`config.mk`:
```
export PLATFORM = sky130hd
export DESIGN_NAME = read_burst_splitter_flat
export DESIGN_NICKNAME = d
export VERILOG_FILES = /design/src/rtl/read_burst_splitter_pkg.sv /design/src/rtl/read_burst_splitter_if.sv /design/src/rtl/read_burst_splitter_beat_counter.sv /design/src/rtl/read_burst_splitter.sv /design/src/flat_wrapper.sv
export SDC_FILE = /design/constraint.sdc
export NUM_CORES = 1
export LEC_CHECK = 0
export CORE_MARGIN = 2
export CORE_UTILIZATION = 48
export CTS_CLUSTER_SIZE = 28
export DETAILED_ROUTE_END_ITERATION = 12
export PLACE_DENSITY_LB_ADDON = 0.25
export SETUP_SLACK_MARGIN = 0.3
export SLEW_MARGIN = 15
export SYNTH_ARGS = -nofsm -noshare
export SYNTH_HDL_FRONTEND = slang
export SYNTH_SLANG_ARGS = --single-unit
```
`constraint.sdc`:
```
create_clock -name CLK -period 4.6 [get_ports CLK]
set_input_delay 0.69 -clock CLK [delete_from_list [all_inputs] [get_ports CLK]]
set_output_delay 0.69 -clock CLK [all_outputs]
set_load 0.02 [all_outputs]
```
`src/rtl/read_burst_splitter_pkg.sv`:
```
// Shared types, default widths and helpers for the read burst splitter.
package read_burst_pkg;

   localparam int unsigned DEF_ADDR_WIDTH = 32;
   localparam int unsigned DEF_LEN_WIDTH  = 32;
   localparam int unsigned DEF_MAX_BURST  = 256;

   typedef enum logic [1:0] {
      IDLE,
      ISSUE,
      WAIT,
      DONE
   } state_e;

   function automatic logic [31:0] min_len(input logic [31:0] a, input logic [31:0] b);
      return (a < b) ? a : b;
   endfunction

endpackage

```
`src/rtl/read_burst_splitter_if.sv`:
```
// Command-side and engine-side signals of the read burst splitter.
interface read_burst_splitter_if
   import read_burst_pkg::*;
#(
   parameter int unsigned ADDR_WIDTH = DEF_ADDR_WIDTH,
   parameter int unsigned LEN_WIDTH  = DEF_LEN_WIDTH
);
   logic                  CMD_VALID;
   logic                  CMD_READY;
   logic [ADDR_WIDTH-1:0] CMD_ADDR;
   logic [LEN_WIDTH-1:0]  CMD_LENGTH;
   logic                  CMD_DONE;
   logic                  BUSY;
   logic                  STRAY_RVALID;
   logic                  READ_START;
   logic [ADDR_WIDTH-1:0] RADDR_START;
   logic [31:0]           READ_LENGTH;
   logic                  RVALID_COPY;

   // Command issuer and read engine
   modport master (
      output CMD_VALID, CMD_ADDR, CMD_LENGTH, RVALID_COPY,
      input  CMD_READY, CMD_DONE, BUSY, STRAY_RVALID, READ_START, RADDR_START, READ_LENGTH
   );

   // The splitter itself
   modport slave (
      input  CMD_VALID, CMD_ADDR, CMD_LENGTH, RVALID_COPY,
      output CMD_READY, CMD_DONE, BUSY, STRAY_RVALID, READ_START, RADDR_START, READ_LENGTH
   );
endinterface

```
`src/rtl/read_burst_splitter_beat_counter.sv`:
```
// Counts returned beats of one burst; saturates at the target.
module burst_beat_counter #(
   parameter int unsigned WIDTH = 32
) (
   input  logic             clk,
   input  logic             rst_n,
   input  logic             clear,
   input  logic             en,
   input  logic [WIDTH-1:0] target,
   output logic [WIDTH-1:0] count,
   output logic             last
);
   logic [WIDTH-1:0] count_q, count_d;
   logic             full;

   // Next count and last-beat flag (includes a beat arriving this cycle)
   always_comb begin
      full    = (count_q == target);
      count_d = count_q;
      if (clear)
         count_d = '0;
      else if (en && !full)
         count_d = count_q + WIDTH'(1);
      last = full || (en && ((count_q + WIDTH'(1)) == target));
   end

   // Count register
   always_ff @(posedge clk or negedge rst_n) begin
      if (!rst_n) count_q <= '0;
      else        count_q <= count_d;
   end

   assign count = count_q;
endmodule

```
`src/rtl/read_burst_splitter.sv`:
```
// Splits one read command into engine bursts of at most MAX_BURST words.
module read_burst_splitter
   import read_burst_pkg::*;
#(
   parameter int unsigned ADDR_WIDTH = DEF_ADDR_WIDTH,
   parameter int unsigned LEN_WIDTH  = DEF_LEN_WIDTH,
   parameter int unsigned MAX_BURST  = DEF_MAX_BURST
) (
   input logic                  CLK,
   input logic                  RSTN,
   read_burst_splitter_if.slave bus
);
   if (LEN_WIDTH < 1 || LEN_WIDTH > 32) begin : g_bad_len_width
      $error("LEN_WIDTH must be in 1..32");
   end
   if (MAX_BURST < 1 || (64'(MAX_BURST) >> LEN_WIDTH) != 64'd0) begin : g_bad_max_burst
      $error("MAX_BURST must be in 1..2^LEN_WIDTH-1");
   end

   localparam logic [LEN_WIDTH-1:0] MAX_L = LEN_WIDTH'(MAX_BURST);

   state_e                state_q, state_d;
   logic [ADDR_WIDTH-1:0] cur_addr_q, cur_addr_d;
   logic [LEN_WIDTH-1:0]  remaining_q, remaining_d;
   logic [LEN_WIDTH-1:0]  burst_len_q, burst_len_d;
   logic [ADDR_WIDTH-1:0] raddr_q, raddr_d;
   logic                  cmd_ready_q, cmd_ready_d;
   logic                  busy_q, busy_d;
   logic                  cmd_done_q, cmd_done_d;
   logic                  read_start_q, read_start_d;
   logic                  stray_q, stray_d;
   logic [LEN_WIDTH-1:0]  rem_next;
   logic [ADDR_WIDTH-1:0] addr_next;
   logic                  bcnt_clear, bcnt_en, beat_last;
   logic [LEN_WIDTH-1:0]  beat_cnt;

   assign bcnt_en = bus.RVALID_COPY && ((state_q == ISSUE) || (state_q == WAIT));

   burst_beat_counter #(.WIDTH(LEN_WIDTH)) u_beat_counter (
      .clk    (CLK),
      .rst_n  (RSTN),
      .clear  (bcnt_clear),
      .en     (bcnt_en),
      .target (burst_len_q),
      .count  (beat_cnt),
      .last   (beat_last)
   );

   // Next-state, burst bookkeeping and registered-output values
   always_comb begin
      state_d     = state_q;
      cur_addr_d  = cur_addr_q;
      remaining_d = remaining_q;
      burst_len_d = burst_len_q;
      raddr_d     = raddr_q;
      bcnt_clear  = 1'b0;
      rem_next    = remaining_q - burst_len_q;
      addr_next   = cur_addr_q + ADDR_WIDTH'(burst_len_q);
      stray_d     = stray_q | (bus.RVALID_COPY &&
                    ((state_q == IDLE) || (state_q == DONE) ||
                     ((state_q == WAIT) && (beat_cnt == burst_len_q))));
      unique case (state_q)
         IDLE: begin
            if (bus.CMD_VALID && cmd_ready_q) begin
               cur_addr_d  = bus.CMD_ADDR;
               remaining_d = bus.CMD_LENGTH;
               if (bus.CMD_LENGTH == '0) begin
                  state_d = DONE;
               end else begin
                  state_d     = ISSUE;
                  burst_len_d = LEN_WIDTH'(min_len(32'(bus.CMD_LENGTH), 32'(MAX_L)));
                  raddr_d     = bus.CMD_ADDR;
                  bcnt_clear  = 1'b1;
               end
            end
         end
         ISSUE: state_d = WAIT;
         WAIT: begin
            if (beat_last) begin
               remaining_d = rem_next;
               cur_addr_d  = addr_next;
               if (rem_next == '0) begin
                  state_d = DONE;
               end else begin
                  state_d     = ISSUE;
                  burst_len_d = LEN_WIDTH'(min_len(32'(rem_next), 32'(MAX_L)));
                  raddr_d     = addr_next;
                  bcnt_clear  = 1'b1;
               end
            end
         end
         DONE: state_d = IDLE;
         default: state_d = IDLE;
      endcase
      // Outputs are registered, so derive them from the state being entered
      cmd_ready_d  = (state_d == IDLE);
      busy_d       = (state_d != IDLE);
      cmd_done_d   = (state_d == DONE);
      read_start_d = (state_d == ISSUE);
   end

   // FSM state, datapath registers and registered outputs
   always_ff @(posedge CLK or negedge RSTN) begin
      if (!RSTN) begin
         state_q      <= IDLE;
         cur_addr_q   <= '0;
         remaining_q  <= '0;
         burst_len_q  <= '0;
         raddr_q      <= '0;
         cmd_ready_q  <= 1'b1;
         busy_q       <= 1'b0;
         cmd_done_q   <= 1'b0;
         read_start_q <= 1'b0;
         stray_q      <= 1'b0;
      end else begin
         state_q      <= state_d;
         cur_addr_q   <= cur_addr_d;
         remaining_q  <= remaining_d;
         burst_len_q  <= burst_len_d;
         raddr_q      <= raddr_d;
         cmd_ready_q  <= cmd_ready_d;
         busy_q       <= busy_d;
         cmd_done_q   <= cmd_done_d;
         read_start_q <= read_start_d;
         stray_q      <= stray_d;
      end
   end

   assign bus.CMD_READY    = cmd_ready_q;
   assign bus.CMD_DONE     = cmd_done_q;
   assign bus.BUSY         = busy_q;
   assign bus.STRAY_RVALID = stray_q;
   assign bus.READ_START   = read_start_q;
   assign bus.RADDR_START  = raddr_q;
   assign bus.READ_LENGTH  = 32'(burst_len_q);
endmodule
```
`src/flat_wrapper.sv`:
```
// flat-port wrapper written by rule: the top's interface ports become plain ports
module read_burst_splitter_flat import read_burst_pkg::*;
#(
   parameter int unsigned ADDR_WIDTH = DEF_ADDR_WIDTH,
   parameter int unsigned LEN_WIDTH  = DEF_LEN_WIDTH,
   parameter int unsigned MAX_BURST  = DEF_MAX_BURST
)
  (CLK, RSTN, bus_CMD_VALID, bus_CMD_ADDR, bus_CMD_LENGTH, bus_RVALID_COPY, bus_CMD_READY, bus_CMD_DONE, bus_BUSY, bus_STRAY_RVALID, bus_READ_START, bus_RADDR_START, bus_READ_LENGTH);
  read_burst_splitter_if #(.ADDR_WIDTH(ADDR_WIDTH), .LEN_WIDTH(LEN_WIDTH)) bus_i ();
  input logic CLK;
  input logic RSTN;
  input wire logic [$bits(bus_i.CMD_VALID)-1:0] bus_CMD_VALID;
  input wire logic [$bits(bus_i.CMD_ADDR)-1:0] bus_CMD_ADDR;
  input wire logic [$bits(bus_i.CMD_LENGTH)-1:0] bus_CMD_LENGTH;
  input wire logic [$bits(bus_i.RVALID_COPY)-1:0] bus_RVALID_COPY;
  output wire logic [$bits(bus_i.CMD_READY)-1:0] bus_CMD_READY;
  output wire logic [$bits(bus_i.CMD_DONE)-1:0] bus_CMD_DONE;
  output wire logic [$bits(bus_i.BUSY)-1:0] bus_BUSY;
  output wire logic [$bits(bus_i.STRAY_RVALID)-1:0] bus_STRAY_RVALID;
  output wire logic [$bits(bus_i.READ_START)-1:0] bus_READ_START;
  output wire logic [$bits(bus_i.RADDR_START)-1:0] bus_RADDR_START;
  output wire logic [$bits(bus_i.READ_LENGTH)-1:0] bus_READ_LENGTH;
  assign bus_i.CMD_VALID = bus_CMD_VALID;
  assign bus_i.CMD_ADDR = bus_CMD_ADDR;
  assign bus_i.CMD_LENGTH = bus_CMD_LENGTH;
  assign bus_i.RVALID_COPY = bus_RVALID_COPY;
  assign bus_CMD_READY = bus_i.CMD_READY;
  assign bus_CMD_DONE = bus_i.CMD_DONE;
  assign bus_BUSY = bus_i.BUSY;
  assign bus_STRAY_RVALID = bus_i.STRAY_RVALID;
  assign bus_READ_START = bus_i.READ_START;
  assign bus_RADDR_START = bus_i.RADDR_START;
  assign bus_READ_LENGTH = bus_i.READ_LENGTH;
  read_burst_splitter #(.ADDR_WIDTH(ADDR_WIDTH), .LEN_WIDTH(LEN_WIDTH), .MAX_BURST(MAX_BURST)) u_core (.CLK(CLK), .RSTN(RSTN), .bus(bus_i));
endmodule
```
==> flow_summary.ini <==
[sta]
maxSlewViolCount = 0
max_slew_margin_pct = 26.6
fmax_mhz = 240
totalNegativeSetupSlack_ns = 0
rsz0062_at_grt = false
min_period_over_period_pct = 90.7
timing.final.hold_violations = 0
fin_skew_ns = 0.0155
period_minus_slack_ns = 4.17
worstMarginPinSlew_ns = 1.10
setup-violations-final = 0

[critical_path]
path_max_fanout = 9
cp-end-kind = flip-flop
r2r_slack_ns = 0.43
worstPathCellList = inv_1 -> ha_1 -> a21oi_1 -> o21ai_0 -> o31ai_1 -> a21oi_1 -> a21o_1 -> a221oi_1 -> xnor2_1 -> buf_4 -> nor4b_4 -> buf_4 -> buf_2 -> a221oi_1 -> nor3_1
cp_slowest_cell = dfrtp_1
path_class = flip-flop to flip-flop
slowest_delay_ns = 0.58
cp-start-kind = flip-flop
critical_path_buf_inv_count = 4
worstPathArrival_ns = 4.49
cp.required_ns = 4.92
path_delay_family = compound AO/OA/AOI/OAI gates

[place]
dpl-instance-area_um2 = 14600
port_buffers = 136
gp_congestion = 0.992
placed_cells = 1949
place_hpwl_um = 30300

[floorplan]
io_pins = 137
core_um2 = 25800
die_w_um = 165
initial_core_util_pct = 48.4
rows = 59
die_area_um2 = 27400
die_h_um = 165

[synthesis]
synth_warnings = 0
synthFlopType = dfrtp_1
avgSynthCellArea_um2 = 8.44
synth.most_common_cell = dfrtp_1
synthCells = 1483
synth_edf_count = 0
ys_async_sr_fraction_pct = 100
syn_area_um2 = 12500
ys_types = 76
synth_common_cells = dfrtp_1 (166), nor2_1 (159), nand2_1 (150)
yosysSeqAreaShare_pct = 33.4
synth-seq-cells = 167
synthTopCellsByArea = dfrtp_1 (33%), ha_1 (6.6%), mux2i_1 (5.6%)
syn_nets = 1619
yosysTopAreaCellShare_pct = 33.2
yosys.area.top_type = dfrtp_1

[finish]
finalNonFillerCells = 1985
syn_to_final_growth_pct = 21.7
post-route-util_pct = 59.0
stdcell_area_um2 = 15200
nNetsFinal = 1775
drive_gt1_share_pct = 9.39
n_antenna_cell = 0

[clock_network]
clock_latency_ns = 0.44
root_buffer = clkbuf_16
cts_sinks = 167
clk_path_buf_depth = 2
cts_tree = done
clk_pin_slew_worst_paths_ns = 0.08
htree_levels = 4
cts_buffers = 17

[drt]
dr.pass1.iters = 5
antenna_left = 0
vias_per_cell = 5.99
drc_errors = 0
routed_wl_um = 40200
vias = 11900
wl_per_cell_um = 20.2
first_iter_violations = 1024

[global_route]
grt_overflow_total = 0
grtUsageMet3_pct = 4.97
grt_max_degree = 92
antenna_found_initial = 0
grt_pass1_wl_um = 62300
grt_pass1_vias = 11300
met1_usage_pct = 41.1
met2_usage_pct = 47.3
grt_most_used_layer = met2
grt_usage_pct = 29.8

[flow_run]
cap_violations = 0

[power_and_ir_drop]
ir_worst_vdd_mv = 0.195
power_density_nw_per_um2 = 215
p_leak_uw = 0.00710

[outcome]
status = completed

[hold_path]
min_path_type = input port to asynchronous set/reset pin
## cell families after synthesis
| kind of cell | after synthesis | share of synthesized area (%) |
|---|---|---|
| flops | 167 | 33.4 |
| compound gates | 337 | 17.2 |
| xor+xnor | 119 | 8.33 |
| mux | 93 | 7.67 |
| fa+ha+maj | 68 | 6.92 |
| buf+inv | 157 | 5.26 |
| simple gates | 542 | 21.2 |
## stage by stage
step	total power, uW	setup WS (ns)	hold slack, ns
6_report	3270	0.426	0.270
4_1_cts	3280	0.305	0.297
5_1_grt	3380	0.300	0.318
3_5_place_dp	1870	0.124	0.451
2_1_floorplan	1720	0.437	0.394
3_3_place_gp	1870	0.239	0.440
## worst paths after layout
path	startpoint	to	depth (start not counted)
min in group CLK	u_core.bus.STRAY_RVALID	u_core.bus.STRAY_RVALID	1
max in group asynchronous	RSTN	u_core.u_beat_counter.count[22]	2
worst min register to register	u_core.bus.STRAY_RVALID	u_core.bus.STRAY_RVALID	1
worst max-delay path	u_core.bus.READ_LENGTH[18]	u_core.bus.READ_LENGTH[3]	15
worst min-delay path	RSTN	u_core.bus.RADDR_START[13]	1
worst max register to register	u_core.bus.READ_LENGTH[18]	u_core.bus.READ_LENGTH[3]	15
## power by group
group          internal (uW)  leakage (uW)  total (uW)  switching, uW
sequential              1500       0.00207        1550           53.8
clock                    762      0.000259        1420            658
combinational            139       0.00477         298            158
total                   2400       0.00710        3270            870
## timing repair
item / in CTS / in global routing
cloned: 1 / 1
buffers inserted: 0 / 4
pin swaps: 1 / 2
setup endpoints to repair: 47 / 61
hold endpoints to repair: 0 / 0
hold buffers: 0 / 0
resized for setup: 3 / 8
## registers in the layout (all words and copies together), names as in the netlist
name	flops
u_core.bus.BUSY	1
u_core.bus.CMD_DONE	1
u_core.bus.CMD_READY	1
u_core.bus.RADDR_START	32
u_core.bus.READ_LENGTH	32
u_core.bus.READ_START	1
u_core.bus.STRAY_RVALID	1
u_core.cur_addr_q	32
u_core.remaining_q	32
u_core.state_q	2
u_core.u_beat_counter.count	32
## per-layer routing
| layer | share of wire, % | wire length [um] |
|---|---|---|
| met5 | 0 | 0 |
| met4 | 3.4 | 1360 |
| met3 | 6.1 | 2440 |
| met2 | 46 | 18300 |
| met1 | 45 | 18100 |
## placed cells by master, fill, tap and decap left out, types with 6 or more instances in the layout
cell type	instances
a21o_1	20
mux2i_1	70
mux2_2	21
a221oi_1	11
clkbuf_16	17
xor2_1	45
o21a_1	14
nor2b_1	13
nand2_1	150
a211o_1	6
inv_1	82
nor3_1	40
nand4_1	30
nor4_1	16
a211oi_1	9
o211ai_1	11
o22ai_1	6
and4_1	14
clkdlybuf4s50_1	135
or4_1	7
and2_1	7
xnor2_1	74
nor2_1	159
o21ai_0	97
ha_1	65
and3_1	17
a21oi_1	83
nand3_1	36
or2_2	6
nand2b_1	17
a31oi_1	16
buf_4	68
dfrtp_1	165
## final cells by class
type | count | area (um2)
flip-flops and latches | 167 | 4180
clock buffers | 18 | 439
fillers | 2340 | 10600
well taps | 335 | 419
repair buffers | 211 | 1990
multi-input cells | 1160 | 7780
clock inverters | 12 | 119
inverters | 82 | 308
Note: power is estimated with default switching activity, not from simulation.
